===== config.mk =====
export PLATFORM = sky130hd
export DESIGN_NAME = store_data_flat
export DESIGN_NICKNAME = d
export VERILOG_FILES = /design/src/rtl/store_data_if.sv /design/src/rtl/store_data.sv /design/src/flat_wrapper.sv
export SDC_FILE = /design/constraint.sdc
export NUM_CORES = 1
export LEC_CHECK = 0
export CAP_MARGIN = 20
export CORE_MARGIN = 3
export CORE_UTILIZATION = 50
export CTS_CLUSTER_SIZE = 10
export DETAILED_ROUTE_END_ITERATION = 16
export GPL_TIMING_DRIVEN = 0
export MAX_ROUTING_LAYER = met4
export PLACE_DENSITY_LB_ADDON = 0.25
export SLEW_MARGIN = 20
export SYNTH_ARGS = -nofsm -noshare
export SYNTH_HDL_FRONTEND = slang
export SYNTH_SLANG_ARGS = --single-unit

===== constraint.sdc =====
create_clock -name clk -period 6.45 [get_ports clk]
set_input_delay 1.6125 -clock clk [delete_from_list [all_inputs] [get_ports clk]]
set_output_delay 1.6125 -clock clk [all_outputs]
set_load 0.05 [all_outputs]

===== src/rtl/store_data_if.sv =====
// Bundle for the store buffer: MEM-stage store inputs, pipeline status and the memory write port.
interface store_data_if;
  logic [7:0]  alucontrolM;
  logic        storevalidM;
  logic [31:0] dataadrM;
  logic [31:0] writedataM;
  logic        stallM;
  logic        adesM;
  logic [31:0] badvaddrM;
  logic        empty;
  logic        mem_req;
  logic [31:0] mem_addr;
  logic [3:0]  mem_wen;
  logic [31:0] mem_wdata;
  logic        mem_ack;

  modport slave (
    input  alucontrolM, storevalidM, dataadrM, writedataM, mem_ack,
    output stallM, adesM, badvaddrM, empty, mem_req, mem_addr, mem_wen, mem_wdata
  );

  modport master (
    output alucontrolM, storevalidM, dataadrM, writedataM, mem_ack,
    input  stallM, adesM, badvaddrM, empty, mem_req, mem_addr, mem_wen, mem_wdata
  );
endinterface


===== src/rtl/store_data.sv =====
// Two-entry store buffer: decodes SW/SH/SB, flags misaligned stores, queues aligned
// writes and presents the oldest one to memory until it is acknowledged.
module store_data #(
  parameter logic [7:0] EXE_SB_OP = 8'hE8,
  parameter logic [7:0] EXE_SH_OP = 8'hE9,
  parameter logic [7:0] EXE_SW_OP = 8'hEB
) (
  input  logic        clk,
  input  logic        rst,
  store_data_if.slave bus
);

  logic [1:0]  count;
  logic        rdptr;
  logic        wrptr;
  logic [29:0] addr_q  [2];
  logic [3:0]  wen_q   [2];
  logic [31:0] wdata_q [2];

  logic        is_store;
  logic        aligned;
  logic [3:0]  wen_new;
  logic [31:0] wdata_new;
  logic        enq;
  logic        deq;
  logic        full;

  assign full = (count == 2'd2);

  always_comb begin
    is_store  = 1'b0;
    aligned   = 1'b0;
    wen_new   = '0;
    wdata_new = '0;
    if (bus.storevalidM) begin
      if (bus.alucontrolM == EXE_SW_OP) begin
        is_store  = 1'b1;
        aligned   = (bus.dataadrM[1:0] == 2'b00);
        wen_new   = 4'b1111;
        wdata_new = bus.writedataM;
      end else if (bus.alucontrolM == EXE_SH_OP) begin
        is_store  = 1'b1;
        aligned   = ~bus.dataadrM[0];
        wen_new   = bus.dataadrM[1] ? 4'b1100 : 4'b0011;
        wdata_new = {2{bus.writedataM[15:0]}};
      end else if (bus.alucontrolM == EXE_SB_OP) begin
        is_store  = 1'b1;
        aligned   = 1'b1;
        wen_new   = 4'b0001 << bus.dataadrM[1:0];
        wdata_new = {4{bus.writedataM[7:0]}};
      end
    end
  end

  // A full buffer never enqueues even if the head leaves this cycle; stall depends only on count.
  assign enq = is_store & aligned & ~full;
  assign deq = (count != 2'd0) & bus.mem_ack;

  always_ff @(posedge clk or posedge rst) begin
    if (rst) begin
      count <= '0;
      rdptr <= 1'b0;
      wrptr <= 1'b0;
      for (int unsigned i = 0; i < 2; i++) begin
        addr_q[i]  <= '0;
        wen_q[i]   <= '0;
        wdata_q[i] <= '0;
      end
    end else begin
      if (enq) begin
        addr_q[wrptr]  <= bus.dataadrM[31:2];
        wen_q[wrptr]   <= wen_new;
        wdata_q[wrptr] <= wdata_new;
        wrptr          <= ~wrptr;
      end
      if (deq) begin
        rdptr <= ~rdptr;
      end
      case ({enq, deq})
        2'b10:   count <= count + 2'd1;
        2'b01:   count <= count - 2'd1;
        default: count <= count;
      endcase
    end
  end

  always_comb begin
    bus.adesM     = is_store & ~aligned;
    bus.badvaddrM = (is_store & ~aligned) ? bus.dataadrM : '0;
    bus.stallM    = is_store & aligned & full;
    bus.empty     = (count == 2'd0);
    bus.mem_req   = (count != 2'd0);
    bus.mem_addr  = '0;
    bus.mem_wen   = '0;
    bus.mem_wdata = '0;
    if (count != 2'd0) begin
      bus.mem_addr  = {addr_q[rdptr], 2'b00};
      bus.mem_wen   = wen_q[rdptr];
      bus.mem_wdata = wdata_q[rdptr];
    end
  end

endmodule


===== src/flat_wrapper.sv =====
// flat-port wrapper written by rule: the top's interface ports become plain ports
module store_data_flat 
#(
  parameter logic [7:0] EXE_SB_OP = 8'hE8,
  parameter logic [7:0] EXE_SH_OP = 8'hE9,
  parameter logic [7:0] EXE_SW_OP = 8'hEB
)
  (clk, rst, bus_alucontrolM, bus_storevalidM, bus_dataadrM, bus_writedataM, bus_mem_ack, bus_stallM, bus_adesM, bus_badvaddrM, bus_empty, bus_mem_req, bus_mem_addr, bus_mem_wen, bus_mem_wdata);
  store_data_if bus_i ();
  input  logic clk;
  input  logic rst;
  input wire logic [$bits(bus_i.alucontrolM)-1:0] bus_alucontrolM;
  input wire logic [$bits(bus_i.storevalidM)-1:0] bus_storevalidM;
  input wire logic [$bits(bus_i.dataadrM)-1:0] bus_dataadrM;
  input wire logic [$bits(bus_i.writedataM)-1:0] bus_writedataM;
  input wire logic [$bits(bus_i.mem_ack)-1:0] bus_mem_ack;
  output wire logic [$bits(bus_i.stallM)-1:0] bus_stallM;
  output wire logic [$bits(bus_i.adesM)-1:0] bus_adesM;
  output wire logic [$bits(bus_i.badvaddrM)-1:0] bus_badvaddrM;
  output wire logic [$bits(bus_i.empty)-1:0] bus_empty;
  output wire logic [$bits(bus_i.mem_req)-1:0] bus_mem_req;
  output wire logic [$bits(bus_i.mem_addr)-1:0] bus_mem_addr;
  output wire logic [$bits(bus_i.mem_wen)-1:0] bus_mem_wen;
  output wire logic [$bits(bus_i.mem_wdata)-1:0] bus_mem_wdata;
  assign bus_i.alucontrolM = bus_alucontrolM;
  assign bus_i.storevalidM = bus_storevalidM;
  assign bus_i.dataadrM = bus_dataadrM;
  assign bus_i.writedataM = bus_writedataM;
  assign bus_i.mem_ack = bus_mem_ack;
  assign bus_stallM = bus_i.stallM;
  assign bus_adesM = bus_i.adesM;
  assign bus_badvaddrM = bus_i.badvaddrM;
  assign bus_empty = bus_i.empty;
  assign bus_mem_req = bus_i.mem_req;
  assign bus_mem_addr = bus_i.mem_addr;
  assign bus_mem_wen = bus_i.mem_wen;
  assign bus_mem_wdata = bus_i.mem_wdata;
  store_data #(.EXE_SB_OP(EXE_SB_OP), .EXE_SH_OP(EXE_SH_OP), .EXE_SW_OP(EXE_SW_OP)) u_core (.clk(clk), .rst(rst), .bus(bus_i));
endmodule

# Yosys cells after proc, flatten, opt, wreduce, memory -nomap -nowiden
# Index checks and enable logic that the tools add are counted.
# W data, S select, Z words.
[totals]
regBits = 136
[classes]
addsub = 2
n_lt_le_gt_ge = 3
n_eq_ne = 6
shift = 1
n_mux = 39
bitwise = 12
n_reduce_logical = 5
[op_table]
columns = ["cell", "count"]
rows = [
  ["$mux W32", 11],
  ["$mux W30", 4],
  ["$bwmux W64", 1],
  ["$bwmux W60", 1],
  ["$mux W4", 10],
  ["$demux W32 S1", 1],
  ["$demux W30 S1", 1],
  ["$eq A8 B8 Y1 const B", 3],
  ["$bwmux W8", 1],
  ["$mux W1", 7],
  ["$and A1 B1 Y1", 5],
  ["$not A1 Y1", 5],
  ["$demux W4 S1", 1],
  ["$eq A2 B2 Y1 const B", 2],
  ["$ge A2 B2 Y1 const B", 2],
  ["$logic_not A2 Y1", 2],
  ["$not A1 Y2", 2],
  ["$pmux W2 S2", 1],
  ["$reduce_bool A2 Y1", 2],
  ["$shl A1 B2 Y4 const A", 1],
  ["$add A2 B1 Y2 const B", 1],
  ["$eq A2 B1 Y1 const B", 1],
  ["$lt A2 B1 Y1 const B", 1],
  ["$sub A2 B1 Y2 const B", 1],
  ["$logic_and A1 B1 Y1", 1],
]

# Logic depth before layout (Yosys ltp)
# Gate-level depths: netlist of the first run.
[depth]
ltp_word = 9
ltp_mapped = 9
depth_no_buf = 7

# Worst setup path before layout of the first run
# No wires, ideal clock.
[synth_timing]
path_type = "input to output"
start = "input port bus_alucontrolM[4]"
end = "output port bus_badvaddrM[22]"
arrival_ns = 3.260
slack_ns = 1.577
cell_stages = 5
path_buffers = 1
path_cell_list = "and4bb_1 -> nand3_1 -> nor2_1 -> clkbuf_1 -> and2_1"
[synth_via]
elab_chain_len = 8
elab_cells_between_ends = 13
[synth_rtl]
columns = ["item", "line", "source"]
rows = [
  ["start, declared", "flat_wrapper.sv:12", "input wire logic [$bits(bus_i.alucontrolM)-1:0] bus_alucontrolM;"],
  ["$eq A8 B8 Y1", "store_data.sv:46", "end else if (bus.alucontrolM == EXE_SB_OP) begin"],
  ["$mux W1", "store_data.sv:46", ""],
  ["$mux W1", "store_data.sv:41", "end else if (bus.alucontrolM == EXE_SH_OP) begin"],
  ["$mux W1", "store_data.sv:36", "if (bus.alucontrolM == EXE_SW_OP) begin"],
  ["$mux W1", "store_data.sv:35", "if (bus.storevalidM) begin"],
  ["$not A1 Y1", "-", ""],
  ["$and A1 B1 Y1 (*)", "-", ""],
  ["net bus_adesM", "flat_wrapper.sv:18", "output wire logic [$bits(bus_i.adesM)-1:0] bus_adesM;"],
  ["$mux W32 (*)", "store_data.sv:89", "bus.badvaddrM = (is_store & ~aligned) ? bus.dataadrM : '0;"],
  ["end, declared", "flat_wrapper.sv:19", "output wire logic [$bits(bus_i.badvaddrM)-1:0] bus_badvaddrM;"],
]
# The timed path passes the listed nets; every way through them passes the cells marked *.

# Worst setup path in the final report of the first run
[layout_timing]
start = "input port bus_alucontrolM[4]"
end = "output port bus_badvaddrM[15]"
[layout_via]
elab_chain_len = 8
elab_cells_between_ends = 13
[layout_rtl]
columns = ["item", "line"]
rows = [
  ["$eq A8 B8 Y1", "store_data.sv:46"],
  ["$mux W1", "store_data.sv:46"],
  ["$mux W1", "store_data.sv:41"],
  ["$mux W1", "store_data.sv:36"],
  ["$mux W1", "store_data.sv:35"],
  ["$not A1 Y1", "store_data.sv:89"],
  ["$and A1 B1 Y1 (*)", "store_data.sv:89"],
  ["$mux W32 (*)", "store_data.sv:89"],
]
# Every way passes the cells marked *; elsewhere a longest branch is shown, timed or not.

==> results of run 1 <==
worst max-delay path by stage:
stage | end | startpoint
4_1_cts | bus_badvaddrM[18] | bus_alucontrolM[4]
5_1_grt | bus_badvaddrM[8] | bus_alucontrolM[3]
3_5_place_dp | bus_badvaddrM[18] | bus_alucontrolM[4]
3_3_place_gp | u_core.wdata_q[59] | rst
2_1_floorplan | u_core.addr_q[0] | rst
6_report | bus_badvaddrM[15] | bus_alucontrolM[4]
synthesized netlist by cell type, types with 2 or more instances:
cell / instances
nand2b_1: 2
inv_1: 20
buf_2: 10
nand3_1: 12
and3_1: 3
mux2_1: 15
mux2_2: 85
buf_4: 3
nand2_1: 11
a2111oi_0: 2
mux2i_1: 90
mux2_4: 32
o21ai_0: 8
nor2_1: 70
xnor2_1: 3
clkbuf_1: 15
o221a_2: 2
nor3_1: 3
and2_1: 39
buf_1: 4
dfrtp_1: 136
buf_6: 10
xor2_1: 2
sequential cells by signal (all words and copies together), names as in the netlist:
register	cells
u_core.count	2
u_core.wrptr	1
u_core.wen_q	8
u_core.rdptr	1
u_core.wdata_q	64
u_core.addr_q	60
critical path, delay by kind of cell:
kind                   cells  cell delay (ns)
buffers and inverters      3             1.56
and+or+nand+nor            4             1.13
layout make-up:
cell class / count / share of cell area, %
Sequential cell: 136 / 34.79
Clock buffer: 23 / 4.783
Timing Repair Buffer: 177 / 18.29
Multi-Input combinational cell: 391 / 34.68
Buffer: 42 / 2.622
Inverter: 20 / 0.8441
Clock inverter: 9 / 1.739
Tap cell: 176 / 2.251
logic make-up (layout without fill, tap and decap cells):
family / count (synthesis) / in the layout / synth area share, %
xor+xnor: 5 / 5 / 0.6148
flops: 136 / 136 / 47.77
buf+inv: 62 / 271 / 4.654
fa+ha+maj: 1 / 1 / 0.1756
compound gates: 14 / 14 / 1.300
other cells: 1 / 2 / 0.05264
simple gates: 147 / 147 / 10.24
mux: 222 / 222 / 35.19
routing by layer:
layer  routed length [um]  global-route usage [%]
met1                 7980                   30.46
met5                    0                       -
met2                 8504                   36.70
met4                  354                   8.482
met3                  908                   4.904
report_power, final:
part | switching (W) | internal (W)
sequential | 0.0000334 | 0.000913
combinational | 0.000572 | 0.000333
clock | 0.000346 | 0.000704
total | 0.000952 | 0.00195
through the flow:
stage | setup TNS [ns] | cell area [sq um] | setup WS (ns) | hold WS [ns]
after detailed placement | 0 | 9145 | 0.5067 | 0.4742
final | 0 | 9783 | 0.5371 | 0.4817
after global placement | -60.62 | 9110 | -0.4547 | 0.4659
after global routing | 0 | 9783 | 0.3948 | 0.5067
after floorplan | 0 | 7128 | 1.198 | 0.4566
after CTS | 0 | 9783 | 0.5007 | 0.4864
==> impl_summary.md, run 1 <==
CTS
The number of clock buffers added by TritonCTS is 17. The clock transition time at the flip-flop clock pins of the worst setup and hold paths is 0.05 ns. The root cell of the clock tree is clkbuf_16. Once the clock tree was built, the resizer swapped 0 gates to a different size.

The later pin in the worst-skew pair is clocked with a latency of 0.41 ns. The TritonCTS clock tree is yes. The number of setup buffers added after CTS is 0.

The number of hold buffers added after CTS was 0. The maximum root-to-sink buffer count is 2. Counting every sink on the clock net gives 136. The depth of the CTS H-tree is 4.

Finish
Once layout is complete, the cells apart from fillers number 974. The repair_antennas step left the layout with diodes totalling 0. The most common cell after layout, fill and taps aside is clkdlybuf4s50_1. Relative to the synthesized area, the layout overhead comes to 37.32%. The final core utilization is 71.88%. For this run, the post-layout net count is 862. The share of layout cells above drive strength 1 is 22.06%. The library cells used most frequently in the layout, excluding fill and tap cells, are clkdlybuf4s50_1, dfrtp_1, mux2i_1, mux2_2, nor2_1.

The area of the multi-input gates is 3393 sq um. Counting the fill cells in the layout gives 967. The total area of sequential cells is 3403 sq um.

Power and ir drop
The total power consumption of the routed design is 0.002901 W. In this run the static leakage power is 4.845 nW. The worst-case IR drop observed on VDD is 0.3173 mV. The power density over cell area is 296.5 nW/um^2.

Place
Detailed placement finished with a half-perimeter wire length of 12.98 mm. Input and output buffers added on the ports amount to 176. The number of placed instances, taps included is 942. Routability-driven placement finished with a final weighted congestion of 0.8711.

Synth
The post-synthesis async set-or-reset flop share is 100.0%. For this run, the leading register cell type out of synthesis is dfrtp_1. After synthesis, the mean cell area works out to 12.12 sq um.

The post-synthesis instance area is 7124 sq um. Counting distinct cell types in the post-synthesis netlist gives 34. Yosys printed 0 warnings. The gate count of the mapped netlist is 588.

The synthesized design contains 136 register bits. Of all cell types, the one taking the most synthesized area is dfrtp_1. In this run the biggest area consumer among cell types represents 47.77% of the synthesized area. The fraction of the yosys area taken by sequential cells is 47.77%.

Ranked by total cell area, the synthesized netlist is headed by dfrtp_1, mux2_2, mux2i_1. Yosys mapped a number of flops with a built-in enable equal to 0.

Setup path
The worst setup path is launched from an input port. The startpoint identified for the worst register-to-register timing path is u_core.count[0]. STA classifies the critical path endpoint as an output pin. For this design, the slowest cell found on the critical path is clkdlybuf4s50_1. Data on the critical path arrives at its endpoint at 4.30 ns. In this design, the stage delay of the slowest critical-path cell is 0.81 ns. The signal on the critical path passes through clkdlybuf4s50_1, and4bb_1, nand3_1, nor2_1, clkbuf_1, and2_1, clkdlybuf4s50_1. The maximum fanout encountered on the critical timing path is 10. In this run the register-to-register setup slack is 4.69 ns. The class of the most critical setup path is in -> out.

In this design, the critical path's most frequently occurring cell is clkdlybuf4s50_1. The worst register-to-register path ends at u_core.addr_q[34]. The number of cells traversed by the worst register-to-register path is 5. STA puts the critical path data required time at 4.84 ns.

Detailed routing
The number of antenna-violating nets in the routed design is 0. After detailed routing, the total wire length is 17.75 mm. Dividing the detail-routed wire length by the instance count gives 18.22 um. For this block, the via count after detailed routing is 5239. In this run, the number of DRC markers left after iteration 0 of detailed routing was 262. The detailed-router iteration count before antenna repair is 4. The average vias per placed instance is 5.379. The DRC violation count after routing is 0.

Timing
Of the available clock period, the critical path in the final layout requires 91.67%. The normalized max-slew margin is 46.16%. The clock skew after layout is 0.007032 ns. The clock period minus worst slack is 5.913 ns. The number of failing hold endpoints at the final stage is 0.

The maximum clock rate is 0.1691 GHz. At the pin with the least slew margin, the transition time is 0.7872 ns. The count of final setup violators is 0. The count of pins over their slew limit is 0. Setup repair after global routing left no endpoint under its margin.

Die
The initial standard-cell utilization of the core is 52.34%. The cell row count is 42. The die span in y is 125.4 um. The area of the die is 15720 sq um. The I/O pin count is 180. The die boundary width is 125.4 um. The core area is 13610 sq um.

Global route
The number of global-route vias before repair is 5560. The first global-routing pass estimated 28.82 mm of wire. Across every metal layer, demand over resource in global routing totals 23.47%.

The maximum number of pins on one net before global-route repair is 102. The number of antenna violations at the first check in global routing is 0. Global routing finished with a remaining overflow of 0.

Worst hold path
Counting instances, the worst hold path has a depth of 1. In this run the worst hold path is classified as reg -> reg. The endpoint of the worst hold-timing path is u_core.addr_q[51].

The worst min-delay path startpoint is u_core.addr_q[51].

Status
The flow ran to the end, and the final reports show no timing, DRC or antenna violations.

Run
Max-cap violations in this run came to 0.
(Power assumes the default switching activity.)
==> run 2: changes to the inputs <==
--- a/config.mk
+++ b/config.mk
@@ -6,7 +6,7 @@
 export NUM_CORES = 1
 export LEC_CHECK = 0
 export CAP_MARGIN = 20
-export CORE_MARGIN = 3
+export CORE_ASPECT_RATIO = 1.1
 export CORE_UTILIZATION = 50
 export CTS_CLUSTER_SIZE = 10
 export DETAILED_ROUTE_END_ITERATION = 16
==> run 2 against run 1 <==
Clock-buffer cell count grew 2. Sequential share of layout area grew 0.098 points. Non-clock buffer count is the same. Critical path type unchanged. Critical endpoint is now bus_badvaddrM[8].
==> impl_summary.md, run 2 (synthesis gave the netlist of run 1 again) <==
Status
The run finished with clean final reports.

Detailed routing
The number of vias in the routed layout is 5157 (-1.6%). The DRC violation count after routing came to 0 (unchanged). The number of design-rule violations left by the first detailed-router iteration is 263 (+0.38%). The number of antenna-violating nets in the routed design is 0 (unchanged). The detailed-router iteration count before antenna repair was 4 (unchanged).

The average vias per placed instance was 5.230 (-2.8%). The sum of routed wire length over all layers came to 17.14 mm (-3.4%). The final routed wire length divided by cell count is 17.39 um (-4.6%).

CTS
The maximum root-to-sink buffer count is 2 (unchanged). The clock net sink count is 136 (unchanged). The clock transition time at the flip-flop clock pins of the worst setup and hold paths is 0.06 ns (about the same). The tree is rooted in a clkbuf_16.

The quantity of hold-fixing buffers added after cts is 0 (unchanged). The depth of the CTS H-tree is 4 (unchanged). The TritonCTS clock tree is yes.

The source-to-sink clock delay at the later pin of the worst-skew pair came to 0.42 ns (about the same). The post-CTS resize count is 0 (unchanged). The number of buffers added by the clock tree synthesis step came to 17 (unchanged). The number of setup buffers added after CTS is 0 (unchanged).

Power and ir drop
The total power consumption of the routed design came to 0.002813 W (-3.0%). The maximum vdd ir drop is 0.2023 mV (-36%). The power density over cell area is 288.4 nW/um^2 (-2.7%). The total leakage power is 4.820 nW (-0.53%).

Finish
The flip-flop count of the largest register, all copies and words added is 64 (unchanged). The share of layout cells above drive strength 1 came to 22.18% (+0.13 points). The register with the most flip-flops is u_core.wdata_q. The number of inserted filler cells in the final layout is 1059 (+9.5%). The antenna diode instance count is 0 (unchanged).

The area overhead of the layout relative to synthesis is 36.93%. The final net count is 862 (unchanged). In the final layout, the registers with the most flip-flops are u_core.wdata_q: 64 flops, u_core.addr_q: 60 flops, u_core.wen_q: 8 flops. In the layout the commonest cells are clkdlybuf4s50_1, dfrtp_1, mux2i_1, mux2_2, nor2_1. The most common cell after layout, fill and taps aside is clkdlybuf4s50_1.

Timing
The count of final setup violators is 0 (unchanged). The final period utilization was 92.51% (+0.84 points). The clock skew after layout came to 0.007359 ns (+0.0003279 ns).

The number of failing hold endpoints at the final stage is 0 (unchanged). The normalized max-slew margin is 47.80% (+1.6 points). The clock period minus worst slack is 5.967 ns (+0.05386 ns). The actual slew at the worst max-slew pin came to 0.7830 ns (-0.004180 ns). The post-route worst setup slack is 0.4832 ns (-0.05386 ns).

The maximum clock rate is 0.1676 GHz (-0.90%). Setup repair after global routing left no endpoint under its margin. The count of pins over their slew limit was 0 (unchanged).

Worst hold path
The path class of the lowest-slack min-delay path is reg -> reg. The worst hold path depth came to 1 (unchanged). The endpoint of the worst hold-timing path is u_core.addr_q[51]. The worst min-delay path startpoint is u_core.addr_q[51].

Setup path
The number of cells traversed by the worst register-to-register path is 5 (unchanged). The signal arrival time at the worst endpoint was 4.35 ns (+0.05 ns). The library cell contributing the largest single delay on the critical path is clkdlybuf4s50_1.

The flop-to-flop setup slack was 4.68 ns (about the same). The maximum fanout encountered on the critical timing path is 10 (unchanged). The worst setup path is of the in -> out kind.

The worst endpoint required time is 4.84 ns (about the same). The worst register-to-register path ends at u_core.addr_q[33]. Traced cell by cell, the critical path runs through clkdlybuf4s50_1, and4bb_1, nand3_1, nor2_1, clkbuf_1, and2_1, clkdlybuf4s50_1.

In this design, the critical path's most frequently occurring cell is clkdlybuf4s50_1. The critical register-to-register path startpoint is u_core.count[0]. STA classifies the critical path endpoint as an output pin. The delay of the slowest cell on the worst path is 0.80 ns (about the same). The sort of element at the start of the critical path is an input port.

Die
The die span in y is 127.2 um (+1.5%). The area of the die was 14730 sq um (-6.3%). The core area is 13850 sq um (+1.8%). The I/O pin count came to 180 (unchanged). The initial standard-cell utilization of the core is 51.44% (-0.91 points).

The die boundary width came to 115.8 um (-7.6%). The cell row count came to 45 (+7.1%).

Global route
The global-route wire length before repair is 27.51 mm (-4.5%). The sum of overflow across all layers after global routing was 0 (unchanged). The maximum number of pins on one net before global-route repair is 85 (-17%).

The total global-route track usage came to 25.56% (+2.1 points). The number of global-route vias before repair was 5321 (-4.3%). The number of antenna violations at the first check in global routing came to 0 (unchanged).

Place
The routability congestion estimate was 0.8504 (-2.4%). The placed wire-length estimate is 12.57 mm (-3.1%). The number of port buffers is 176 (unchanged). The post-place setup slack is 0.4901 ns (-0.01656 ns).

Run
The max-cap violation count is 0 (unchanged).
## run 2: changes by cell type in the layout (fill, tap and decap cells not counted), sizes merged
cell | previous run | this run
bufinv | 5 | 2
clkinv | 4 | 3
clkbuf | 38 | 40
clkinvlp | 0 | 2
## run 2: layout make-up
type                            instances  area (sq um)  share of cell area (%)
Buffer                                 42         256.5                   2.629
Clock inverter                          7         90.09                  0.9234
Clock buffer                           25         505.5                   5.181
Inverter                               20         82.58                  0.8465
Tap cell                              188         235.2                   2.411
Timing Repair Buffer                  177          1789                   18.34
Multi-Input combinational cell        391          3393                   34.78
Sequential cell                       136          3403                   34.89
## run 2: power breakdown
group,leakage [nW],internal (W),switching (W)
combinational,2.73,0.000333,0.000567
sequential,1.80,0.000913,0.0000325
clock,0.289,0.000618,0.000350
## run 2: how the worst max path moves through the flow
stage | from | depth (start not counted) | endpoint | slack, ns
floorplan | rst | 1 | u_core.addr_q[0] | 1.20
global placement | rst | 2 | u_core.wdata_q[60] | -0.42
detailed placement | bus_alucontrolM[4] | 7 | bus_badvaddrM[8] | 0.49
CTS | bus_alucontrolM[4] | 7 | bus_badvaddrM[8] | 0.47
global route | bus_alucontrolM[4] | 7 | bus_badvaddrM[26] | 0.34
finish | bus_alucontrolM[4] | 7 | bus_badvaddrM[8] | 0.48
## run 2: critical path, delay by kind of cell
| family | cells | cell delay (ns) |
|---|---|---|
| and+or+nand+nor | 4 | 1.13 |
| buffers and inverters | 3 | 1.60 |
## run 2: per-layer routing
metal	part of all wire [%]	global-route usage, %	vias up
met4	1.4	9.804	0
met5	0	-	-
met2	48	40.65	172
li1	-	-	2408
met3	7.0	6.879	20
met1	43	30.95	2557
## run 2: per-stage QoR
step	hold WS (ns)	area, sq um	instances	util, %	TNS (ns)
global route	0.4922	9756	986	70.43	0
global placement	0.4659	9125	953	65.88	-55.69
floorplan	0.4566	7128	589	-	0
CTS	0.4865	9756	986	70.43	0
finish	0.4832	9756	986	70.43	0
detailed placement	0.4740	9160	954	66.13	0
==> run 3: changes to the inputs <==
--- a/config.mk
+++ b/config.mk
@@ -5,8 +5,10 @@
 export SDC_FILE = /design/constraint.sdc
 export NUM_CORES = 1
 export LEC_CHECK = 0
+export ABC_CLOCK_PERIOD_IN_PS = 6450
 export CAP_MARGIN = 20
 export CORE_ASPECT_RATIO = 1.1
+export CORE_MARGIN = 3
 export CORE_UTILIZATION = 50
 export CTS_CLUSTER_SIZE = 10
 export DETAILED_ROUTE_END_ITERATION = 16
@@ -17,3 +19,4 @@
 export SYNTH_ARGS = -nofsm -noshare
 export SYNTH_HDL_FRONTEND = slang
 export SYNTH_SLANG_ARGS = --single-unit
+export TNS_END_PERCENT = 20
==> run 3 against run 2 <==
Final cell count grew 0.10%. Cell area grew 0.15%. First-iteration DRC count rose by 3.8%. Sequential share of layout area fell by 0.054 points. Total power up 1.1%. Critical endpoint is now bus_badvaddrM[9]. Highest routed layer unchanged.
==> impl_summary.md, run 3 (synthesis gave the netlist of run 1 again) <==
Status
The flow ran to the end, and the final reports show no timing, DRC or antenna violations.

Detailed routing
The average vias per placed instance is 5.242 (+0.23%). The sum of routed wire length over all layers is 17.82 mm (+4.0%). The final routed wire length divided by cell count came to 18.06 um (+3.9%). The number of design-rule violations left by the first detailed-router iteration came to 273 (+3.8%). The DRC violation count after routing is 0 (unchanged).

The detailed-router iteration count before antenna repair is 5 (+1). The number of antenna-violating nets in the routed design came to 0 (unchanged). The number of vias in the routed layout is 5174 (+0.33%).

Global route
The maximum number of pins on one net before global-route repair was 73 (-14%). The total global-route track usage is 24.06% (-1.5 points). The number of global-route vias before repair came to 5571 (+4.7%). The global-route wire length before repair came to 29.24 mm (+6.3%). The number of antenna violations at the first check in global routing came to 1 (+1). The sum of overflow across all layers after global routing is 0 (unchanged).

CTS
The TritonCTS clock tree is yes. The clock transition time at the flip-flop clock pins of the worst setup and hold paths was 0.06 ns (about the same). The number of buffers added by the clock tree synthesis step is 17 (unchanged). The root cell of the clock tree is clkbuf_16.

The source-to-sink clock delay at the later pin of the worst-skew pair is 0.41 ns (about the same). The depth of the CTS H-tree is 4 (unchanged). The maximum root-to-sink buffer count was 2 (unchanged).

The number of setup buffers added after CTS is 0 (unchanged). The quantity of hold-fixing buffers added after cts came to 0 (unchanged). The clock net sink count is 136 (unchanged). The post-CTS resize count came to 0 (unchanged).

Die
The die boundary width is 119.8 um (+3.5%). The I/O pin count is 180 (unchanged). The initial standard-cell utilization of the core is 51.44% (unchanged). The cell row count came to 45 (unchanged). The die span in y is 131.2 um (+3.1%). The area of the die is 15720 sq um (+6.7%). The core area is 13850 sq um (unchanged).

Place
The number of port buffers is 176 (unchanged). The post-place setup slack is 0.4785 ns (-0.01158 ns). The routability congestion estimate is 0.8716 (+2.5%). The placed wire-length estimate was 12.94 mm (+3.0%).

Setup path
The signal arrival time at the worst endpoint is 4.32 ns (-0.03 ns). Tracing the worst setup path back leads to its startpoint at bus_alucontrolM[4]. The class of the most critical setup path is in -> out.

The worst endpoint required time is 4.84 ns (about the same). The sort of element at the start of the critical path is an input port. The maximum fanout encountered on the critical timing path is 10 (unchanged). The worst register-to-register path begins at u_core.count[0]. The element type at the critical path end is an output pin.

Power and ir drop
The proportion of power drawn by the clock network is 35.0% (+0.6 points). The cell-internal power is 0.001891 W (+1.5%). The combinational cell fraction of total power is 31.8% (-0.2 points). The power density over cell area came to 291.0 nW/um^2 (+0.92%). The total leakage power was 4.837 nW (+0.36%). The fraction of power spent switching nets came to 33.50% (-0.26 points). The power dissipated by switching net loads is 0.0009526 W (+0.31%). The share of power burned in registers was 33.2% (-0.4 points). The maximum vdd ir drop was 0.1581 mV (-22%).

Finish
The share of layout cells above drive strength 1 is 22.31% (+0.13 points). The area of the multi-input gates is 3393 sq um (unchanged). The number of inserted filler cells in the final layout was 1037 (-2.1%). The area growth from synthesis to layout is 37.14%. The flip-flop count of the largest register, all copies and words added is 64 (unchanged). The largest registers in the layout are u_core.wdata_q: 64 flops, u_core.addr_q: 60 flops, u_core.wen_q: 8 flops. The register with the most flip-flops is u_core.wdata_q. The final net count came to 862 (unchanged). In the layout the commonest cells are clkdlybuf4s50_1, dfrtp_1, mux2i_1, mux2_2, nor2_1. The final core utilization was 70.54% (+0.11 points).

The total area of sequential cells is 3403 sq um (unchanged). The library cell used most frequently in the layout, excluding fill and tap cells, is clkdlybuf4s50_1.

Timing
The count of final setup violators is 0 (unchanged). Setup repair after global routing left no endpoint under its margin. The clock skew after layout is 0.009402 ns (+0.002043 ns).

The maximum clock rate was 0.1686 GHz (+0.58%). The clock period minus worst slack came to 5.932 ns (-0.03457 ns). The count of pins over their slew limit is 0 (unchanged). The final period utilization is 91.97% (-0.54 points). The worst hold margin is 0.4864 ns (+0.003158 ns). The actual slew at the worst max-slew pin is 0.8011 ns (+0.01805 ns). The post-route worst setup slack is 0.5178 ns (+0.03457 ns). The number of failing hold endpoints at the final stage was 0 (unchanged).

The normalized max-slew margin came to 46.60% (-1.2 points).

Worst hold path
The min-delay analysis places its worst path in the category reg -> reg. The startpoint identified for the worst hold timing path is u_core.addr_q[57].

Run
The max-cap violation count is 0 (unchanged).
run 3: changes by cell type in the layout (fill, tap and decap cells not counted):
cell        previous run  this run
bufinv_16              2         3
clkbuf_1              18        17
diode_2                0         1
clkinvlp_4             2         0
clkinv_2               3         6
clkbuf_8               5         4
run 3: final cells by class:
cell class / instances / share of cell area, %
Sequential cell: 136 / 34.83
Multi-Input combinational cell: 391 / 34.73
Timing Repair Buffer: 177 / 18.31
Clock buffer: 23 / 4.994
Buffer: 42 / 2.625
Tap cell: 188 / 2.407
Clock inverter: 9 / 1.229
Inverter: 20 / 0.8452
Antenna cell: 1 / 0.02561
run 3: worst paths after layout:
check,slack [ns],to,depth (start not counted)
worst max register to register,4.67,u_core.addr_q[33],5
worst min-delay path,0.49,u_core.addr_q[57],1
worst min register to register,0.49,u_core.addr_q[57],1
min in group asynchronous,1.67,u_core.addr_q[54],2
max in group asynchronous,4.05,u_core.wdata_q[14],3
worst max-delay path,0.52,bus_badvaddrM[9],7
run 3: critical path, stage by stage:
cell and delay, ns:
clkdlybuf4s50_1 0.42, and4bb_1 0.35, nand3_1 0.13, nor2_1 0.42, clkbuf_1 0.39, and2_1 0.19
clkdlybuf4s50_1 0.80
run 3: power groups by stage:
stage / clock network (W) / logic (W) / registers, W
floorplan: 0 / 0.000629 / 0.000950
global placement: 0 / 0.000896 / 0.000955
detailed placement: 0 / 0.000908 / 0.000960
CTS: 0.00101 / 0.000912 / 0.000945
global route: 0.00104 / 0.000958 / 0.000952
finish: 0.000995 / 0.000903 / 0.000945
run 3: per-stage QoR:
stage	power (W)	cells	TNS, ns	cell area (sq um)
finish	0.002844	987	0	9771
global route	0.002955	987	0	9771
CTS	0.002864	986	0	9768
detailed placement	0.001867	954	0	9160
global placement	0.001851	953	-56.71	9125
floorplan	0.001579	589	0	7128
run 3: layer usage:
metal	GRT usage, %	wire [um]
met1	29.81	7733
met2	38.82	8649
met3	6.888	1187
met4	6.556	251
met5	-	0
